**src/rtl/isp8_spram_arbiter_if.sv**
```systemverilog
// Bus bundle between the scratchpad arbiter, its two requesters and the scratchpad RAM.
// The host_lock signal exists only when ISP8_ARB_HOST_LOCK_EN is defined.
interface isp8_spram_arbiter_if #(
   parameter int ADDR_WIDTH = 5,
   parameter int DATA_WIDTH = 8
);
   logic [ADDR_WIDTH-1:0] cpu_addr;
   logic [DATA_WIDTH-1:0] cpu_wdata;
   logic                  cpu_wr;
   logic                  cpu_rd;
   logic                  cpu_ready;
   logic [DATA_WIDTH-1:0] cpu_rdata;
   logic                  host_req;
   logic                  host_we;
   logic [ADDR_WIDTH-1:0] host_addr;
   logic [DATA_WIDTH-1:0] host_wdata;
   logic                  host_ack;
   logic [DATA_WIDTH-1:0] host_rdata;
   logic [ADDR_WIDTH-1:0] ram_addr;
   logic [DATA_WIDTH-1:0] ram_wdata;
   logic                  ram_we;
   logic [DATA_WIDTH-1:0] ram_q;
   logic [7:0]            conflict_cnt;

`ifdef ISP8_ARB_HOST_LOCK_EN
   logic                  host_lock;

   modport slave (
      input  cpu_addr, cpu_wdata, cpu_wr, cpu_rd,
      input  host_req, host_we, host_addr, host_wdata, host_lock,
      input  ram_q,
      output cpu_ready, cpu_rdata, host_ack, host_rdata,
      output ram_addr, ram_wdata, ram_we, conflict_cnt
   );

   modport master (
      output cpu_addr, cpu_wdata, cpu_wr, cpu_rd,
      output host_req, host_we, host_addr, host_wdata, host_lock,
      output ram_q,
      input  cpu_ready, cpu_rdata, host_ack, host_rdata,
      input  ram_addr, ram_wdata, ram_we, conflict_cnt
   );
`else
   modport slave (
      input  cpu_addr, cpu_wdata, cpu_wr, cpu_rd,
      input  host_req, host_we, host_addr, host_wdata,
      input  ram_q,
      output cpu_ready, cpu_rdata, host_ack, host_rdata,
      output ram_addr, ram_wdata, ram_we, conflict_cnt
   );

   modport master (
      output cpu_addr, cpu_wdata, cpu_wr, cpu_rd,
      output host_req, host_we, host_addr, host_wdata,
      output ram_q,
      input  cpu_ready, cpu_rdata, host_ack, host_rdata,
      input  ram_addr, ram_wdata, ram_we, conflict_cnt
   );
`endif
endinterface

```
**src/rtl/isp8_spram_arbiter.sv**
```systemverilog
// Round-robin arbiter sharing the single-port scratchpad between the core and a host requester.
// Optional ISP8_ARB_HOST_LOCK_EN lets a locked host keep winning ties after its own grant.
module isp8_spram_arbiter #(
   parameter int ADDR_WIDTH = 5,
   parameter int DATA_WIDTH = 8
) (
   input logic                clk,
   input logic                rst_n,
   isp8_spram_arbiter_if.slave bus
);
   localparam logic [1:0] IDLE     = 2'd0;
   localparam logic [1:0] CPU_ACC  = 2'd1;
   localparam logic [1:0] HOST_ACC = 2'd2;
   localparam logic [1:0] DONE     = 2'd3;

   logic [1:0]            state;
   logic                  last_host;
   logic [ADDR_WIDTH-1:0] addr_q;
   logic [DATA_WIDTH-1:0] wdata_q;
   logic                  we_q;
   logic                  cpu_ready_q;
   logic                  host_ack_q;
   logic [DATA_WIDTH-1:0] cpu_rdata_q;
   logic [DATA_WIDTH-1:0] host_rdata_q;
   logic [7:0]            conflict_q;
   logic                  cpu_pend;
   logic                  host_pend;
   logic                  pick_host;
   logic                  host_lock_i;

`ifdef ISP8_ARB_HOST_LOCK_EN
   assign host_lock_i = bus.host_lock;
`else
   assign host_lock_i = 1'b0;
`endif

   // Host wins when alone, when the CPU had the last grant, or when a locked host had it.
   always_comb begin
      cpu_pend  = bus.cpu_wr | bus.cpu_rd;
      host_pend = bus.host_req;
      pick_host = host_pend & (~cpu_pend | ~last_host | host_lock_i);
   end

   always_ff @(posedge clk or negedge rst_n) begin
      if (!rst_n) begin
         state       <= IDLE;
         last_host   <= 1'b1;
         addr_q      <= '0;
         wdata_q     <= '0;
         we_q        <= 1'b0;
         cpu_ready_q <= 1'b0;
         host_ack_q  <= 1'b0;
         conflict_q  <= 8'd0;
      end else begin
         cpu_ready_q <= 1'b0;
         host_ack_q  <= 1'b0;
         we_q        <= 1'b0;
         case (state)
            IDLE: begin
               if (cpu_pend | host_pend) begin
                  if (cpu_pend && host_pend && conflict_q != 8'hFF)
                     conflict_q <= conflict_q + 8'd1;
                  last_host <= pick_host;
                  if (pick_host) begin
                     state   <= HOST_ACC;
                     addr_q  <= bus.host_addr;
                     wdata_q <= bus.host_wdata;
                     we_q    <= bus.host_we;
                  end else begin
                     // A simultaneous write and read strobe is served as a write.
                     state   <= CPU_ACC;
                     addr_q  <= bus.cpu_addr;
                     wdata_q <= bus.cpu_wdata;
                     we_q    <= bus.cpu_wr;
                  end
               end
            end
            CPU_ACC: begin
               state       <= DONE;
               cpu_ready_q <= 1'b1;
            end
            HOST_ACC: begin
               state      <= DONE;
               host_ack_q <= 1'b1;
            end
            default: state <= IDLE;
         endcase
      end
   end

   // Read data is taken from the combinational RAM output only for the owner's reads.
   always_ff @(posedge clk or negedge rst_n) begin
      if (!rst_n) begin
         cpu_rdata_q  <= '0;
         host_rdata_q <= '0;
      end else begin
         if (state == CPU_ACC && !we_q)
            cpu_rdata_q <= bus.ram_q;
         if (state == HOST_ACC && !we_q)
            host_rdata_q <= bus.ram_q;
      end
   end

   assign bus.ram_addr     = addr_q;
   assign bus.ram_wdata    = wdata_q;
   assign bus.ram_we       = we_q;
   assign bus.cpu_ready    = cpu_ready_q;
   assign bus.host_ack     = host_ack_q;
   assign bus.cpu_rdata    = cpu_rdata_q;
   assign bus.host_rdata   = host_rdata_q;
   assign bus.conflict_cnt = conflict_q;
endmodule

```
**src/flat_wrapper.sv**
```systemverilog
// flat-port wrapper written by rule: the top's interface ports become plain ports
module isp8_spram_arbiter_flat 
#(
   parameter int ADDR_WIDTH = 5,
   parameter int DATA_WIDTH = 8
)
  (clk, rst_n, bus_cpu_addr, bus_cpu_wdata, bus_cpu_wr, bus_cpu_rd, bus_host_req, bus_host_we, bus_host_addr, bus_host_wdata, bus_ram_q, bus_cpu_ready, bus_cpu_rdata, bus_host_ack, bus_host_rdata, bus_ram_addr, bus_ram_wdata, bus_ram_we, bus_conflict_cnt);
  isp8_spram_arbiter_if #(.ADDR_WIDTH(ADDR_WIDTH), .DATA_WIDTH(DATA_WIDTH)) bus_i ();
  input logic clk;
  input logic rst_n;
  input wire logic [$bits(bus_i.cpu_addr)-1:0] bus_cpu_addr;
  input wire logic [$bits(bus_i.cpu_wdata)-1:0] bus_cpu_wdata;
  input wire logic [$bits(bus_i.cpu_wr)-1:0] bus_cpu_wr;
  input wire logic [$bits(bus_i.cpu_rd)-1:0] bus_cpu_rd;
  input wire logic [$bits(bus_i.host_req)-1:0] bus_host_req;
  input wire logic [$bits(bus_i.host_we)-1:0] bus_host_we;
  input wire logic [$bits(bus_i.host_addr)-1:0] bus_host_addr;
  input wire logic [$bits(bus_i.host_wdata)-1:0] bus_host_wdata;
  input wire logic [$bits(bus_i.ram_q)-1:0] bus_ram_q;
  output wire logic [$bits(bus_i.cpu_ready)-1:0] bus_cpu_ready;
  output wire logic [$bits(bus_i.cpu_rdata)-1:0] bus_cpu_rdata;
  output wire logic [$bits(bus_i.host_ack)-1:0] bus_host_ack;
  output wire logic [$bits(bus_i.host_rdata)-1:0] bus_host_rdata;
  output wire logic [$bits(bus_i.ram_addr)-1:0] bus_ram_addr;
  output wire logic [$bits(bus_i.ram_wdata)-1:0] bus_ram_wdata;
  output wire logic [$bits(bus_i.ram_we)-1:0] bus_ram_we;
  output wire logic [$bits(bus_i.conflict_cnt)-1:0] bus_conflict_cnt;
  assign bus_i.cpu_addr = bus_cpu_addr;
  assign bus_i.cpu_wdata = bus_cpu_wdata;
  assign bus_i.cpu_wr = bus_cpu_wr;
  assign bus_i.cpu_rd = bus_cpu_rd;
  assign bus_i.host_req = bus_host_req;
  assign bus_i.host_we = bus_host_we;
  assign bus_i.host_addr = bus_host_addr;
  assign bus_i.host_wdata = bus_host_wdata;
  assign bus_i.ram_q = bus_ram_q;
  assign bus_cpu_ready = bus_i.cpu_ready;
  assign bus_cpu_rdata = bus_i.cpu_rdata;
  assign bus_host_ack = bus_i.host_ack;
  assign bus_host_rdata = bus_i.host_rdata;
  assign bus_ram_addr = bus_i.ram_addr;
  assign bus_ram_wdata = bus_i.ram_wdata;
  assign bus_ram_we = bus_i.ram_we;
  assign bus_conflict_cnt = bus_i.conflict_cnt;
  isp8_spram_arbiter #(.ADDR_WIDTH(ADDR_WIDTH), .DATA_WIDTH(DATA_WIDTH)) u_core (.clk(clk), .rst_n(rst_n), .bus(bus_i));
endmodule
```
**config.mk**
```make
export PLATFORM = sky130hd
export DESIGN_NAME = isp8_spram_arbiter_flat
export DESIGN_NICKNAME = d
export VERILOG_FILES = /design/src/rtl/isp8_spram_arbiter_if.sv /design/src/rtl/isp8_spram_arbiter.sv /design/src/flat_wrapper.sv
export SDC_FILE = /design/constraint.sdc
export NUM_CORES = 1
export LEC_CHECK = 0
export ABC_AREA = 1
export BUFFER_PORTS_ARGS = -buffer_cell sky130_fd_sc_hd__buf_4
export CAP_MARGIN = 20
export CORE_MARGIN = 2
export CORE_UTILIZATION = 25
export CTS_CLUSTER_DIAMETER = 30
export DETAILED_ROUTE_END_ITERATION = 8
export HOLD_SLACK_MARGIN = 0.12
export PLACE_DENSITY_LB_ADDON = 0.25
export SLEW_MARGIN = 20
export SYNTH_ARGS = -nofsm -noshare
export SYNTH_HDL_FRONTEND = slang
export SYNTH_SLANG_ARGS = --single-unit
```
**constraint.sdc**
```tcl
create_clock -name clk -period 1.63 [get_ports clk]
set_input_delay 0.163 -clock clk [delete_from_list [all_inputs] [get_ports clk]]
set_output_delay 0.163 -clock clk [all_outputs]
set_load 0.01 [all_outputs]
```
# --- Yosys cells after proc, flatten, opt, wreduce, memory -nomap -nowiden ---
# Index checks and enable logic that the tools add are counted.
totals:
  reg_bits: 43
  input_bits: 40
  elab_cells: 40
op_classes:
  n_addsub: 1
  eq_ne: 4
  mux: 10
  n_bitwise: 6
  n_reduce_logical: 9
op_table:
  columns: ["operator", "n"]
  rows:
  - ["adder 8 x 1 -> 8 bit, second input constant", 1]
  - ["2-to-1 mux 8 bit", 1]
  - ["inequality test 8 bit, second input constant", 1]
  - ["2-to-1 mux 1 bit", 5]
  - ["2-to-1 mux 5 bit", 1]
  - ["logical AND 1 bit", 4]
  - ["2-to-1 mux 2 bit", 2]
  - ["case mux 2 bit (2 select lines)", 1]
  - ["OR 1 bit", 3]
  - ["AND reduction 3 bit", 1]
  - ["equality test 2 x 1 -> 1 bit, second input constant", 1]
  - ["equality test 2 bit, second input constant", 1]
  - ["zero test 2 bit", 1]
  - ["inequality test 2 x 1 -> 1 bit, second input constant", 1]
  - ["NOT 1 bit", 2]
  - ["AND reduction 2 bit", 1]
  - ["OR reduction 2 bit", 1]
  - ["bitwise AND 1 bit", 1]
  - ["zero test 1 bit", 1]

# --- Depth between registers and ports, before layout ---
depth:
  depth_word: 7
  ltp_mapped: 8
  depth_no_buf: 8

# --- Worst setup path before layout ---
# No wires, ideal clock.
synth_timing:
  path_kind: "register to register"
  startpoint: "reg u_core.state[0]"
  endpoint: "reg u_core.addr_q[3], in the netlist u_core.bus.ram_addr[3]"
  setup_ps: 117
  arrival_time_ps: 1227
  slack_ps: 286
  path_stages_with_launch: 9
  path_buffers: 1
  period_less_slack_ps: 1344
  path_cell_list: "dfrtp_1 inv_1 ha_1 inv_1 a21oi_4 inv_4 buf_6 nand2_1 nand2_1"
synth_between:
  elab_chain_len: 2
synth_lines:
  columns: ["element", "line_no", "source"]
  rows:
  - ["start, declared", "isp8_spram_arbiter.sv:16", "logic [1:0] state;"]
  - ["start signal, assigned", "isp8_spram_arbiter.sv:46", "state <= IDLE;"]
  - ["start signal, assigned", "isp8_spram_arbiter.sv:65", "state <= HOST_ACC;"]
  - ["start signal, assigned", "isp8_spram_arbiter.sv:71", "state <= CPU_ACC;"]
  - ["zero test 2 bit", "isp8_spram_arbiter.sv:58", "case (state)"]
  - ["AND reduction 2 bit (no source line)", null, null]
  - ["end signal, assigned", "isp8_spram_arbiter.sv:66", "addr_q <= bus.host_addr;"]
  - ["end signal, assigned", "isp8_spram_arbiter.sv:72", "addr_q <= bus.cpu_addr;"]
  - ["end, declared", "isp8_spram_arbiter.sv:18", "logic [ADDR_WIDTH-1:0] addr_q;"]
# Every way passes these cells.
# A chain may end at the register's enable or synchronous reset.

# --- Worst setup path after layout ---
layout_timing:
  startpoint: "reg u_core.state[0]"
  endpoint: "reg u_core.conflict_q[4], in the netlist u_core.bus.conflict_cnt[4]"
layout_between:
  elab_chain_len: 2
layout_lines:
  columns: ["element", "line_no", "source"]
  rows:
  - ["zero test 2 bit", "isp8_spram_arbiter.sv:58", null]
  - ["AND reduction 3 bit (no source line)", null, null]
  - ["end signal, assigned", "isp8_spram_arbiter.sv:62", "conflict_q <= conflict_q + 8'd1;"]
  - ["end, declared", "isp8_spram_arbiter.sv:25", "logic [7:0] conflict_q;"]
# Every way passes these cells.

==> impl_metrics.yaml <==
critical_path:
  cp_data_required_time_ns: 1.87
  max_stage_delay_ns: 0.42
  cp_max_fo: 9
  start_kind: "register"
  cp_common_cell: "nand2_1"
  critPathSlowestCell: "dfrtp_1"
  crit_type: "register to register"
  path_cells: "inv_1, ha_1, nand2_1, nor2_4, nand2_4, inv_2, nand2_1, nand2_1"
  endpoint_kind: "register"
  arrival_ns: 1.67
timing:
  rsz0062_at_grt: "no"
  worst_slew_pin_slew_ns: 0.571
  tns_ns: 0
  setup_slack_ns: 0.198
  setup_violations: 0
  max_freq_ghz: 0.698
  fin_skew_ns: 0.00769
  max-slew-margin-rel_pct: 62.0
  slew_viol_final: 0
  timing.final.crit_share_pct: 87.9
  fin_crit_ns: 1.43
  hold_viol: 0
floorplan:
  die_h_um: 97.2
  start_util_pct: 25.4
  die_x_um: 97.2
  num_io_pins: 80
  design.die.area_sq_um: 9450
  core_area_sq_um: 8550
  row_count: 34
detailed_routing:
  drt_iter0_drc: 56
  via_per_inst: 4.25
  routed_wl_um: 5200
  ant_nets: 0
  drc_errors: 0
  via_count: 1917
  wire_per_inst_um: 11.5
  drtPass1Iterations: 4
yosys:
  syn-cell-area_sq_um: 2170
  synthMuxAreaShare_pct: 0
  synth-async-reset-ratio_pct: 100
  synth_top_flop_cell: "dfrtp_1"
  yosys_register_bits: 43
  synth-compound-area-share_pct: 5.65
  synth_warnings: 0
  yosys.area_share.simple_pct: 30.7
  synth_nets: 306
  synth_xor_area_share_pct: 1.61
  seq_area_frac_synth_pct: 49.6
  synth_adder_area_share_pct: 2.88
  syn_inst: 261
  synth_top_family_by_area: "simple AND/OR/NAND/NOR gates"
  synth_edf_count: 0
  syn_area_per_cell_sq_um: 8.32
  ys_types: 26
cts:
  cts_buffers: 5
  cts_resized: 0
  clkTransAtPathRegs_ns: 0.09
  root_buffer: "clkbuf_8"
  post-cts-setup-buffers: 0
  h-tree-depth: 2
  clk_latency_ns: 0.30
  postCtsHoldBufs: 1
  cts_tree: "built"
  cts_sinks: 43
  cts.path.max_buffers: 2
place:
  place_congestion: 0.796
  dpl.hpwl_um: 3810
  portBuffers: 79
  place_ws_ns: 0.196
cells_and_area:
  layout.nets: 387
  drive_gt1_share_pct: 30.3
  syn_to_final_growth_pct: 38.2
  mostFrequentLayoutCells: "nand2_1 (100), buf_4 (80), dfrtp_1 (42)"
  final_common_cell: "nand2_1"
  diodes: 0
global_route:
  grt_pass1_vias: 1856
  grt_usage_pct: 11.2
  grt_max_degree: 44
  grt_pass1_wl_um: 8670
  grt_antenna_before_repair: 0
  overflow: 0
pwr:
  leakage_nw: 1.61
  powerDensity_nw_per_um2: 1750
  ir_worst_vdd_mv: 0.447
flow_run:
  cap_violations: 0
min_path:
  min_path_type: "input pin to register"
outcome:
  outcome: "completed"
[area by class of cell]
type | instances | area (sq um)
Fill cell | 895 | 5550
Sequential cell | 43 | 1080
Multi-Input combinational cell | 175 | 887
Timing Repair Buffer | 82 | 631
Inverter | 35 | 136
Tap cell | 108 | 135
Clock buffer | 5 | 68.8
Clock inverter | 3 | 67.6
[per-stage QoR]
stage	hold slack (ns)	util (%)	std cells	power (W)	instance area [sq um]
detailed placement	0.208	33.4	442	0.00433	2860
global placement	0.204	33.4	442	0.00429	2860
finish	0.135	35.1	451	0.00524	3000
global route	0.121	35.1	451	0.00570	3000
CTS	0.123	35.1	451	0.00536	3000
floorplan	-0.133	-	261	0.00324	2170
[state kept, by name, summed over array words and instances (netlist names)]
| signal | flops |
|---|---|
| u_core.bus.conflict_cnt | 8 |
| u_core.bus.cpu_rdata | 8 |
| u_core.bus.host_rdata | 8 |
| u_core.bus.ram_wdata | 8 |
| u_core.bus.ram_addr | 5 |
| u_core.state | 2 |
| u_core.bus.cpu_ready | 1 |
| u_core.bus.host_ack | 1 |
| u_core.bus.ram_we | 1 |
| u_core.last_host | 1 |
[Yosys cell counts (2+ instances only)]
| library cell | count | share of area (%) |
|---|---|---|
| nand3_1 | 17 | 3.9 |
| ha_1 | 5 | 2.9 |
| nor2_1 | 5 | 0.86 |
| nand2_2 | 2 | 0.58 |
| nand3b_1 | 15 | 5.2 |
| nand2_1 | 100 | 17 |
| inv_4 | 2 | 0.58 |
| xor2_1 | 2 | 0.81 |
| nor2_2 | 2 | 0.58 |
| dfrtp_1 | 42 | 48 |
| inv_1 | 31 | 5.4 |
| nand2_4 | 2 | 1.0 |
| o21ai_0 | 16 | 3.7 |
| clkbuf_1 | 2 | 0.35 |
| inv_2 | 2 | 0.35 |
| buf_6 | 5 | 2.6 |
| xnor2_1 | 2 | 0.81 |
[where the power goes]
group | switching [W] | total, W | internal, W
Clock | 0.000386 | 0.000997 | 0.000611
Combinational | 0.00124 | 0.00234 | 0.00109
Sequential | 0.000340 | 0.00191 | 0.00157
Total | 0.00197 | 0.00524 | 0.00327
[per-layer routing]
| metal | wire length (um) | track usage [%] | up-vias | share of wire, % |
|---|---|---|---|---|
| met4 | 76 | 3.85 | 0 | 1.5 |
| met5 | 0 | 0 | - | 0 |
| li1 | - | - | 968 | - |
| met1 | 2340 | 14.2 | 910 | 45 |
| met3 | 223 | 3.02 | 6 | 4.3 |
| met2 | 2560 | 18.5 | 33 | 49 |
[cells by family after synthesis]
family,Yosys count
AND/OR/NAND/NOR,146
buffers and inverters,43
flip-flops,43
AO/OA/AOI/OAI,20
adder cells (fa/ha/maj),5
XOR/XNOR,4
[final timing paths]
check,startpoint,endpoint,slack (ns),depth (start not counted)
max in group asynchronous,rst_n,u_core.last_host,0.85,2
setup reg to reg,u_core.state[0],u_core.bus.conflict_cnt[4],0.20,8
min in group asynchronous,rst_n,u_core.bus.conflict_cnt[7],0.40,2
hold / removal,bus_ram_q[6],u_core.bus.cpu_rdata[6],0.14,3
setup / recovery,u_core.state[0],u_core.bus.conflict_cnt[4],0.20,8
hold reg to reg,u_core.bus.ram_wdata[5],u_core.bus.ram_wdata[5],0.48,2
[worst max-delay path: cells and delay by family, from the launching register on]
| kind | cells | cell delay (ns) |
|---|---|---|
| buffers and inverters | 2 | 0.21 |
| DFF | 1 | 0.42 |
| adders and majority gates | 1 | 0.24 |
| and+or+nand+nor | 5 | 0.51 |
No activity file was read; power rests on OpenSTA's default activity.
